===== src/rtl/audio_pkg.sv =====
// audio_pkg: shared defaults, FSM encoding and gain helpers for the audio gain path
package audio_pkg;
    localparam int DW_DEF  = 20;
    localparam int NCH_DEF = 2;
    localparam int GW_DEF  = 4;
    typedef enum logic [1:0] {IDLE = 2'd0, MUL = 2'd1, DONE = 2'd2} state_t;
    function automatic int unity_gain(input int gw);
        return 1 << gw;
    endfunction
endpackage


===== src/rtl/audio_gain_mul.sv =====
// audio_gain_mul: registered signed sample x unsigned gain, floor-shifted by GW and truncated to DW
module audio_gain_mul
    import audio_pkg::*;
#(
    parameter int DW = DW_DEF,
    parameter int GW = GW_DEF
) (
    input  logic          clk,
    input  logic          rst,
    input  logic [DW-1:0] a_i,
    input  logic [GW:0]   g_i,
    output logic [DW-1:0] y_o
);
    logic signed [DW+GW+1:0] a_x, g_x, p;
    logic [DW-1:0] y_d, y_q;
    assign a_x = {{(GW+2){a_i[DW-1]}}, a_i};
    assign g_x = {{(DW+1){1'b0}}, g_i};
    assign p   = a_x * g_x;
    assign y_d = DW'(p >>> GW);
    always_ff @(posedge clk or posedge rst) begin
        if (rst) y_q <= '0;
        else     y_q <= y_d;
    end
    assign y_o = y_q;
endmodule


===== src/rtl/audio_gain_ctrl.sv =====
// audio_gain_ctrl: stepped volume and soft-mute ramp over NCH channels,
// sharing one multiplier across channels under a small FSM.
module audio_gain_ctrl
    import audio_pkg::*;
#(
    parameter int DW       = DW_DEF,
    parameter int NCH      = NCH_DEF,
    parameter int GW       = GW_DEF,
    parameter int VOL_INIT = 16
) (
    input  logic              clk,
    input  logic              rst,
    input  logic              vol_up_pls,
    input  logic              vol_dn_pls,
    input  logic              mute_pls,
    input  logic              iAudio_sync,
    input  logic [NCH*DW-1:0] iAudio,
    output logic              oAudio_sync,
    output logic [NCH*DW-1:0] oAudio,
    output logic [GW:0]       oVolume,
    output logic              oMuted,
    output logic              oOverrun,
    output logic [7:0]        tp
);
    localparam logic [GW:0] UNITY = (GW+1)'(unity_gain(GW));
    state_t state_q, state_d;
    logic [2:0] ch_q, ch_d;
    logic [GW:0] vol_q, vol_d, gain_q, gain_d, target;
    logic muted_q, muted_d, ovr_q, ovr_d, osync_q, osync_d;
    logic [NCH*DW-1:0] smp_q, smp_d, buf_q, buf_d, out_q, out_d;
    logic [DW-1:0] mul_y;

    audio_gain_mul #(.DW(DW), .GW(GW)) u_mul (
        .clk (clk),
        .rst (rst),
        .a_i (smp_q[ch_q*DW +: DW]),
        .g_i (gain_q),
        .y_o (mul_y)
    );

    assign target = muted_q ? '0 : vol_q;

    always_comb begin
        vol_d   = (vol_up_pls && !vol_dn_pls && vol_q != UNITY) ? vol_q + 1'b1 :
                  (vol_dn_pls && !vol_up_pls && vol_q != '0)    ? vol_q - 1'b1 : vol_q;
        muted_d = muted_q ^ mute_pls;
        ovr_d   = ovr_q | (iAudio_sync && state_q != IDLE);
        state_d = state_q;
        ch_d    = ch_q;
        smp_d   = smp_q;
        gain_d  = gain_q;
        buf_d   = buf_q;
        out_d   = out_q;
        osync_d = 1'b0;
        case (state_q)
            IDLE: if (iAudio_sync) begin
                state_d = MUL;
                smp_d   = iAudio;
                ch_d    = '0;
                gain_d  = (gain_q < target) ? gain_q + 1'b1 :
                          (gain_q > target) ? gain_q - 1'b1 : gain_q;
            end
            MUL: begin
                // the multiplier result lags its channel index by one cycle
                if (ch_q != '0) buf_d[(ch_q - 3'd1)*DW +: DW] = mul_y;
                ch_d = ch_q + 1'b1;
                if (ch_q == 3'(NCH-1)) state_d = DONE;
            end
            DONE: begin
                buf_d[(NCH-1)*DW +: DW] = mul_y;
                out_d   = buf_d;
                osync_d = 1'b1;
                state_d = IDLE;
            end
            default: state_d = IDLE;
        endcase
    end

    always_ff @(posedge clk or posedge rst) begin
        if (rst) begin
            state_q <= IDLE;
            ch_q    <= '0;
            vol_q   <= (GW+1)'(VOL_INIT);
            gain_q  <= (GW+1)'(VOL_INIT);
            muted_q <= 1'b0;
            ovr_q   <= 1'b0;
            osync_q <= 1'b0;
            smp_q   <= '0;
            buf_q   <= '0;
            out_q   <= '0;
        end else begin
            state_q <= state_d;
            ch_q    <= ch_d;
            vol_q   <= vol_d;
            gain_q  <= gain_d;
            muted_q <= muted_d;
            ovr_q   <= ovr_d;
            osync_q <= osync_d;
            smp_q   <= smp_d;
            buf_q   <= buf_d;
            out_q   <= out_d;
        end
    end

    assign oAudio_sync = osync_q;
    assign oAudio      = out_q;
    assign oVolume     = vol_q;
    assign oMuted      = muted_q;
    assign oOverrun    = ovr_q;
    assign tp          = {state_q, ch_q, muted_q, ovr_q, gain_q == target};
endmodule


===== config.mk =====
export PLATFORM = sky130hd
export DESIGN_NAME = audio_gain_ctrl
export DESIGN_NICKNAME = d
export VERILOG_FILES = /design/src/rtl/audio_pkg.sv /design/src/rtl/audio_gain_mul.sv /design/src/rtl/audio_gain_ctrl.sv
export SDC_FILE = /design/constraint.sdc
export NUM_CORES = 1
export LEC_CHECK = 0
export CORE_AREA = 2 2 107 186
export CTS_CLUSTER_DIAMETER = 50
export DETAILED_ROUTE_END_ITERATION = 8
export DIE_AREA = 0 0 109 188
export PLACE_DENSITY = 0.78
export SYNTH_ARGS = -nofsm -noshare
export SYNTH_HDL_FRONTEND = slang
export SYNTH_HIERARCHICAL = 1
export SYNTH_SLANG_ARGS = --single-unit
export TNS_END_PERCENT = 1

===== constraint.sdc =====
create_clock -name clk -period 5.8 [get_ports clk]
set_clock_uncertainty 0.05 [all_clocks]
set_input_delay 1.74 -clock clk [delete_from_list [all_inputs] [get_ports clk]]
set_output_delay 1.74 -clock clk [all_outputs]
set_load 0.01 [all_outputs]

==> impl_metrics.csv, run 1 <==
group,metric,value,unit
die,core,19030,sq um
timing,final.setup.tns,0,ps
clocking,cts_num_sinks,138,
final_layout,nNetsFinal,1276,
setup_path,criticalPathCategory,"register to register",
die,dieArea,20490,sq um
grt,grt_start_max_net_pins,68,
clocking,clockRootBuffer,"clkbuf_16",
setup_path,arrival,5520,ps
clocking,holdBufCountCts,0,
yosys,seq_area_frac_synth,33.58,%
route,drt_iter0_markers,300,
yosys,avgSynthCellArea,10.04,sq um
clocking,clk_path_buf_depth,2,
yosys,netlist_area,10290,sq um
clocking,postCtsSetupRepairBufs,0,
final_layout,drive_gt1_share,11.42,%
timing,grt_setup_unrepaired,"false",
setup_path,worstSetupStartpointType,"register",
die,dieHeight,188,um
grt,first_global_vias,7603,
clocking,numCtsBuffers,17,
yosys,synth_cell_types,68,
die,die_x,109,um
yosys,synth-edff-count,0,
route,drc,0,
clocking,cts_tree,"done",
die,io_pins,102,
yosys,syn_inst,1025,
timing,period_needed,5215,ps
timing,drv_slew,0,
timing,relSlewSlack,20.05,%
final_layout,mostFrequentLayoutCells,"nand2_1, dfrtp_1, inv_1",
setup_path,critPathCaptureType,"register",
status,status,"finished clean",
final_layout,diodes,0,
clocking,clkTransAtPathRegs,60,ps
clocking,ctsHtreeMaxLevel,4,
yosys,yosysWarnings,6,
route,drt-total-wl,22470,um
final_layout,final_common_cell,"nand2_1",
yosys,async_reset_ff_share,100.0,%
placed_design,dp_hpwl,16880,um
route,viasPerCell,5.491,
yosys,syn-num-nets,1193,
timing,fmax,191.8,MHz
placed_design,place_congestion,0.9134,
die,rows,67,
route,via_count,7479,
clocking,clk_latency,430,ps
setup_path,required,6100,ps
clocking,cts-resized-gates,0,
die,initial_core_util,54.09,%
final_layout,area_growth,17.49,%
route,final_antenna_net_count,0,
run,drv_cap,0,
hold_path,hold_path.class,"register to register",
grt,grt.total_usage,23.21,%
yosys,ys.flop_type,"dfrtp_1",
placed_design,io_buffers,101,
grt,grt_overflow,0,
grt,antenna_found_initial,0,
timing,tightest_slew,1188,ps
yosys,ys_ff_latch,138,
timing,fin_crit_sh,89.91,%
timing,hold_viol,0,
setup_path,path_max_fanout,21,
timing,finalSetupViolCount,0,
grt,grt_pass1_wl,37290,um
route,dr.pass1.iters,5,
route,wire_per_inst,16.49,um
[through the flow]
stage	setup WS [ps]	cell area [sq um]	hold WS [ps]	util, %	instances
6_report	585.0	12090	424.2	63.55	1362
5_1_grt	212.7	12090	447.5	63.55	1362
4_1_cts	587.8	12090	428.5	63.55	1362
3_5_place_dp	628.5	11480	413.0	60.33	1330
3_3_place_gp	767.6	11480	406.8	60.33	1330
2_1_floorplan	361.1	10290	395.0	-	1025
[registers in the layout (all words and copies together), names as in the netlist]
signal,cells
buf_q,20
ch_q,3
gain_q,5
oAudio,40
oAudio_sync,1
oMuted,1
oOverrun,1
oVolume,5
smp_q,40
state_q,2
u_mul/y_o,20
[logic make-up (layout without fill, tap and decap cells)]
kind of cell	after synthesis	after routing	share of synthesized area, %
and+or+nand+nor	348	348	17.21
muxes	110	110	12.52
buffers and inverters	153	249	5.884
xor gates and xnor gates	35	35	2.978
AOI/OAI and AO/OA	119	119	8.546
adders and majority gates	122	122	19.28
DFF	138	138	33.58
[critical path, cell delays in order (launching register included)]
cell,delay (ps)
dfrtp_1,490
or2_1,700
nor2_1,220
and2_1,240
fa_1,500
fa_1,500
inv_1,60
fa_1,530
inv_1,40
ha_1,350
a21o_1,200
a221oi_2,410
o21ai_0,220
o211ai_2,210
mux2i_1,240
xor2_1,160
[worst paths after layout]
check                              start       endpoint  slack, ps  depth (start not counted)
max in group asynchronous            rst        ch_q[0]       3190                          3
worst min register to register  smp_q[4]       smp_q[4]        420                          2
min in group asynchronous            rst      smp_q[37]       1720                          2
worst max register to register   ch_q[1]  u_mul/y_o[13]        580                         15
worst max-delay path             ch_q[1]  u_mul/y_o[13]        580                         15
worst min-delay path            smp_q[4]       smp_q[4]        420                          2
[Yosys cell counts (all sizes together), types with 4 or more instances]
master	instances	share of area, %
a21o	17	1.3
a21oi	24	1.2
a22o	6	0.51
a2bb2oi	4	0.34
a31oi	11	0.67
a32o	7	0.68
and2	93	5.7
and3	9	0.60
buf	14	0.80
clkbuf	30	1.1
dfrtp	136	33
fa	61	12
ha	61	7.4
inv	108	3.9
mux2	70	7.7
mux2i	32	3.1
mux4	8	1.8
nand2	152	5.8
nand2b	14	0.92
nand3	4	0.19
nand3b	4	0.29
nand4	9	0.55
nor2	38	1.4
nor2b	4	0.24
nor3	4	0.19
nor4	6	0.43
o21ai	20	1.2
o21bai	6	0.44
o22ai	7	0.43
xnor2	22	1.9
xor2	13	1.1
[per-layer routing]
metal / vias up / track usage (%) / part of all wire (%) / routed length (um)
li1: 3578 / - / - / -
met1: 3647 / 25.93 / 38 / 8502
met2: 196 / 42.90 / 56 / 12500
met3: 58 / 2.746 / 2.8 / 625
met4: 0 / 10.21 / 3.7 / 833
met5: - / 0 / 0 / 0
[cell type report]
type | count | area [sq um]
repair buffers | 108 | 1076
inverters | 109 | 411.6
clock buffers | 17 | 425.4
fillers | 1532 | 6937
well taps | 241 | 301.5
clock inverters | 15 | 187.7
flip-flops and latches | 138 | 3457
multi-input cells | 734 | 6233
Power of run 1 is left out: the tool's default activity adds up to more than one toggle a clock period on the data nets, which glitch-free logic cannot reach.
==> run 2, diff against run 1 <==
--- a/config.mk
+++ b/config.mk
@@ -5,11 +5,12 @@
 export SDC_FILE = /design/constraint.sdc
 export NUM_CORES = 1
 export LEC_CHECK = 0
-export CORE_AREA = 2 2 107 186
+export CORE_AREA = 2 2 103 180
 export CTS_CLUSTER_DIAMETER = 50
 export DETAILED_ROUTE_END_ITERATION = 8
-export DIE_AREA = 0 0 109 188
-export PLACE_DENSITY = 0.78
+export DIE_AREA = 0 0 105 182
+export PLACE_DENSITY = 0.83
+export SKIP_LAST_GASP = 1
 export SYNTH_ARGS = -nofsm -noshare
 export SYNTH_HDL_FRONTEND = slang
 export SYNTH_HIERARCHICAL = 1
==> impl_metrics.csv, run 2 (synthesis gave the netlist of run 1 again) <==
group,metric,value,unit
setup_path,worstSetupStartpointType,"register",
setup_path,crit_path_frequent_cell,"fa_1",
final_layout,fin_cells,1354,
setup_path,path_buf_inv,2,
clocking,cts-resized-gates,0,
setup_path,arrival,5570,ps
route,via_count,7661,
clocking,postCtsSetupRepairBufs,0,
placed_design,dp_hpwl,17180,um
route,drt_iter0_markers,335,
placed_design,place_congestion,0.9620,
timing,tightest_slew,954.3,ps
die,die_x,105,um
clocking,clockRootBuffer,"clkbuf_16",
timing,final.setup.tns,0,ps
clocking,cts_num_sinks,138,
clocking,numCtsBuffers,17,
route,wire_per_inst,16.82,um
placed_design,io_buffers,101,
clocking,cts_tree,"done",
clocking,clkTransAtPathRegs,70,ps
route,drc,0,
grt,grt_use_met1,27.29,%
clocking,clk_latency,430,ps
final_layout,nFillCells,1388,
grt,grt_busiest_layer,"met2",
final_layout,finalCoreUtilization,67.78,%
hold_path,hold_path.class,"register to register",
clocking,ctsHtreeMaxLevel,4,
die,dieHeight,182,um
timing,hold_viol,0,
hold_path,hold_path_startpoint,"smp_q[13]",
grt,grt_use_met2,47.12,%
final_layout,final_common_cell,"nand2_1",
final_layout,drive_gt1_share,11.34,%
run,drv_cap,0,
final_layout,area_growth,16.75,%
setup_path,reg2reg_to,"u_mul/y_o[16]",
route,viasPerCell,5.658,
die,dieArea,19110,sq um
grt,grt_pass1_wl,39080,um
placed_design,dp.cells,1322,
die,initial_core_util,58.05,%
final_layout,mostFrequentLayoutCells,"nand2_1, dfrtp_1, inv_1",
timing,grt_setup_unrepaired,"false",
setup_path,rrSetupSlack,540,ps
clocking,clk_path_buf_depth,2,
timing,fmax,189.9,MHz
setup_path,crit_path_top_delay_cell,"or2_1",
setup_path,required,6110,ps
setup_path,slowest_delay,710,ps
timing,period_needed,5265,ps
grt,grt.total_usage,25.33,%
grt,first_global_vias,8165,
timing,fin_crit_sh,90.77,%
die,core,17730,sq um
final_layout,nNetsFinal,1275,
die,io_pins,102,
setup_path,path_max_fanout,21,
grt,grt_overflow,0,
setup_path,r2r_cells,15,
route,dr.pass1.iters,5,
timing,relSlewSlack,35.79,%
hold_path,min_delay_path_depth,2,
setup_path,reg2reg_from,"ch_q[2]",
timing,drv_slew,0,
status,status,"finished clean",
route,final_antenna_net_count,0,
grt,antenna_found_initial,0,
setup_path,criticalPathCategory,"register to register",
timing,finalSetupViolCount,0,
final_layout,diodes,0,
setup_path,critPathCaptureType,"register",
setup_path,path_cells,"or2_1 -> nor2_1 -> and2_1 -> fa_1 -> inv_1 -> fa_1 -> fa_1 -> inv_1 -> ha_1 -> a21oi_1 -> o21ai_2 -> a311oi_4 -> o21ai_2 -> or4_1 -> nand4_1",
setup_path,critical-path-top-delay-family,"adder cells",
hold_path,min_to,"smp_q[13]",
grt,grt_use_met3,3.410,%
die,rows,65,
grt,grt_start_max_net_pins,68,
clocking,holdBufCountCts,0,
route,drt-total-wl,22770,um
[run 2: changes by cell type in the layout (fill, tap and decap cells not counted)]
cell and change:
clkinvlp_4 +3, clkinv_2 -2, clkinv_4 +2, bufinv_16 -3, buf_4 -1
[run 2: metal layers]
| metal | up-vias | share of wire (%) |
|---|---|---|
| met5 | - | 0 |
| met4 | 0 | 4.9 |
| met3 | 73 | 3.5 |
| met2 | 255 | 55 |
| met1 | 3763 | 37 |
| li1 | 3570 | - |
[run 2: cell type report]
| cell class | count | area, sq um | area share [%] |
|---|---|---|---|
| Clock buffer | 17 | 425.4 | 3.540 |
| Clock inverter | 15 | 127.6 | 1.062 |
| Inverter | 109 | 411.6 | 3.426 |
| Multi-Input combinational cell | 734 | 6233 | 51.87 |
| Sequential cell | 138 | 3457 | 28.77 |
| Tap cell | 234 | 292.8 | 2.436 |
| Timing Repair Buffer | 107 | 1069 | 8.892 |
[run 2: worst max-delay path by stage]
stage	from	endpoint	slack, ps	cells past startpoint
3_5_place_dp	ch_q[2]	u_mul/y_o[16]	600	15
2_1_floorplan	ch_q[0]	u_mul/y_o[13]	360	19
4_1_cts	ch_q[1]	u_mul/y_o[16]	580	15
5_1_grt	ch_q[1]	u_mul/y_o[16]	200	15
6_report	ch_q[2]	u_mul/y_o[16]	540	15
3_3_place_gp	ch_q[2]	u_mul/y_o[13]	740	15
[run 2: worst min-delay path: cells and delay by family (launching register included)]
| kind | cells | cell delay [ps] |
|---|---|---|
| simple gates | 2 | 100 |
| flops | 1 | 340 |
[run 2: metrics by stage]
stage | hold slack, ps | cell area (sq um) | worst slack [ps]
after global placement | 407.6 | 11460 | 741.9
after floorplan | 395.0 | 10290 | 361.1
after detailed placement | 412.6 | 11460 | 601.6
after CTS | 427.4 | 12020 | 577.5
after global routing | 446.9 | 12020 | 201.1
final | 422.0 | 12020 | 535.4
Power of run 2 is left out for the same reason.
==> run 3, diff against run 2 <==
--- a/config.mk
+++ b/config.mk
@@ -5,11 +5,12 @@
 export SDC_FILE = /design/constraint.sdc
 export NUM_CORES = 1
 export LEC_CHECK = 0
-export CORE_AREA = 2 2 103 180
+export ABC_CLOCK_PERIOD_IN_PS = 5800
+export CORE_AREA = 2 2 160 279
 export CTS_CLUSTER_DIAMETER = 50
 export DETAILED_ROUTE_END_ITERATION = 8
-export DIE_AREA = 0 0 105 182
-export PLACE_DENSITY = 0.83
+export DIE_AREA = 0 0 162 281
+export PLACE_DENSITY = 0.42
 export SKIP_LAST_GASP = 1
 export SYNTH_ARGS = -nofsm -noshare
 export SYNTH_HDL_FRONTEND = slang
==> impl_metrics.csv, run 3 (synthesis gave the netlist of run 1 again) <==
group,metric,value,unit
clocking,holdBufCountCts,0,
die,io_pins,102,
die,dieHeight,281,um
final_layout,final_common_cell,"nand2_1",
timing,drv_slew,0,
clocking,clk_latency,450,ps
clocking,cts_num_sinks,138,
route,final_antenna_net_count,0,
final_layout,finalCoreUtilization,28.93,%
final_layout,nFillCells,4600,
clocking,cts-resized-gates,0,
die,die_x,162,um
final_layout,mostFrequentLayoutCells,"nand2_1, dfrtp_1, inv_1",
grt,grt.total_usage,12.40,%
timing,grt_setup_unrepaired,"false",
placed_design,io_buffers,101,
grt,grt_pass1_wl,43640,um
final_layout,seqCellArea,3457,sq um
clocking,postCtsSetupRepairBufs,0,
setup_path,criticalPathCategory,"register to register",
die,initial_core_util,23.81,%
grt,grt_overflow,0,
placed_design,place_congestion,0.7813,
timing,period_needed,5022,ps
die,dieArea,45520,sq um
final_layout,multi_input_area,6233,sq um
placed_design,place_area,11920,sq um
timing,fin_crit_sh,86.58,%
route,drt-total-wl,26780,um
setup_path,path_max_fanout,20,
timing,hold_viol,0,
clocking,cts_tree,"done",
route,drt_iter0_markers,236,
setup_path,required,6120,ps
final_layout,design_area,12500,sq um
timing,holdWs,425.1,ps
setup_path,critPathCaptureType,"register",
route,wire_per_inst,15.84,um
hold_path,min_delay_path_depth,2,
hold_path,hold_path.class,"register to register",
clocking,clockRootBuffer,"clkbuf_16",
setup_path,r2r_cells,15,
final_layout,diodes,0,
run,drv_cap,0,
timing,final.setup.tns,0,ps
die,rows,101,
clocking,clkTransAtPathRegs,60,ps
setup_path,worstSetupStartpointType,"register",
timing,relSlewSlack,30.61,%
final_layout,drive_gt1_share,11.56,%
placed_design,dp_hpwl,21180,um
route,viasPerCell,4.307,
status,status,"finished clean",
clocking,numCtsBuffers,17,
grt,first_global_vias,7920,
route,dr.pass1.iters,4,
clocking,ctsHtreeMaxLevel,4,
grt,grt_start_max_net_pins,65,
route,drc,0,
final_layout,nNetsFinal,1280,
timing,finalSetupViolCount,0,
timing,fmax,199.1,MHz
route,via_count,7283,
timing,tightest_slew,1041,ps
final_layout,area_growth,21.47,%
clocking,clk_path_buf_depth,2,
setup_path,arrival,5340,ps
die,core,43220,sq um
grt,antenna_found_initial,0,
## run 3: per-stage QoR
| step | setup WS [ps] | cells |
|---|---|---|
| after global routing | 409.9 | 1691 |
| after detailed placement | 705.2 | 1659 |
| final | 778.3 | 1691 |
| after floorplan | 361.1 | 1025 |
| after CTS | 686.5 | 1691 |
| after global placement | 874.0 | 1659 |
## run 3: layout make-up
class | count | area share (%)
multi-input cells | 734 | 49.86
repair buffers | 112 | 8.847
clock inverters | 12 | 1.111
inverters | 109 | 3.293
well taps | 566 | 5.665
clock buffers | 20 | 3.573
flip-flops and latches | 138 | 27.65
## run 3: worst max-delay path, cell delays in order, from the launching register on
cell and delay, ps:
dfrtp_1 350, or2_1 620, nor2_1 220, and2_1 240
fa_1 530, inv_1 50, fa_1 470, fa_1 550
inv_1 40, ha_1 330, a21o_1 220, a221oi_2 400
o21ai_0 210, o211ai_2 210, mux2i_1 270, xor2_1 160
## run 3: layer usage
layer	GRT usage [%]	vias up	wire length [um]
li1	-	3584	-
met5	0	-	0
met1	13.30	3524	10590
met3	2.317	35	851
met4	5.106	0	743
met2	23.51	140	14600
## run 3: path summary, 6_finish.rpt
| kind | endpoint | slack (ps) | from |
|---|---|---|---|
| min in group asynchronous | oAudio[32] | 1720 | rst |
| min reg2reg | smp_q[28] | 430 | smp_q[28] |
| max in group asynchronous | ch_q[0] | 3120 | rst |
| max reg2reg | u_mul/y_o[13] | 780 | ch_q[2] |
| max | u_mul/y_o[13] | 780 | ch_q[2] |
| min | smp_q[28] | 430 | smp_q[28] |
Power of run 3 is left out for the same reason.
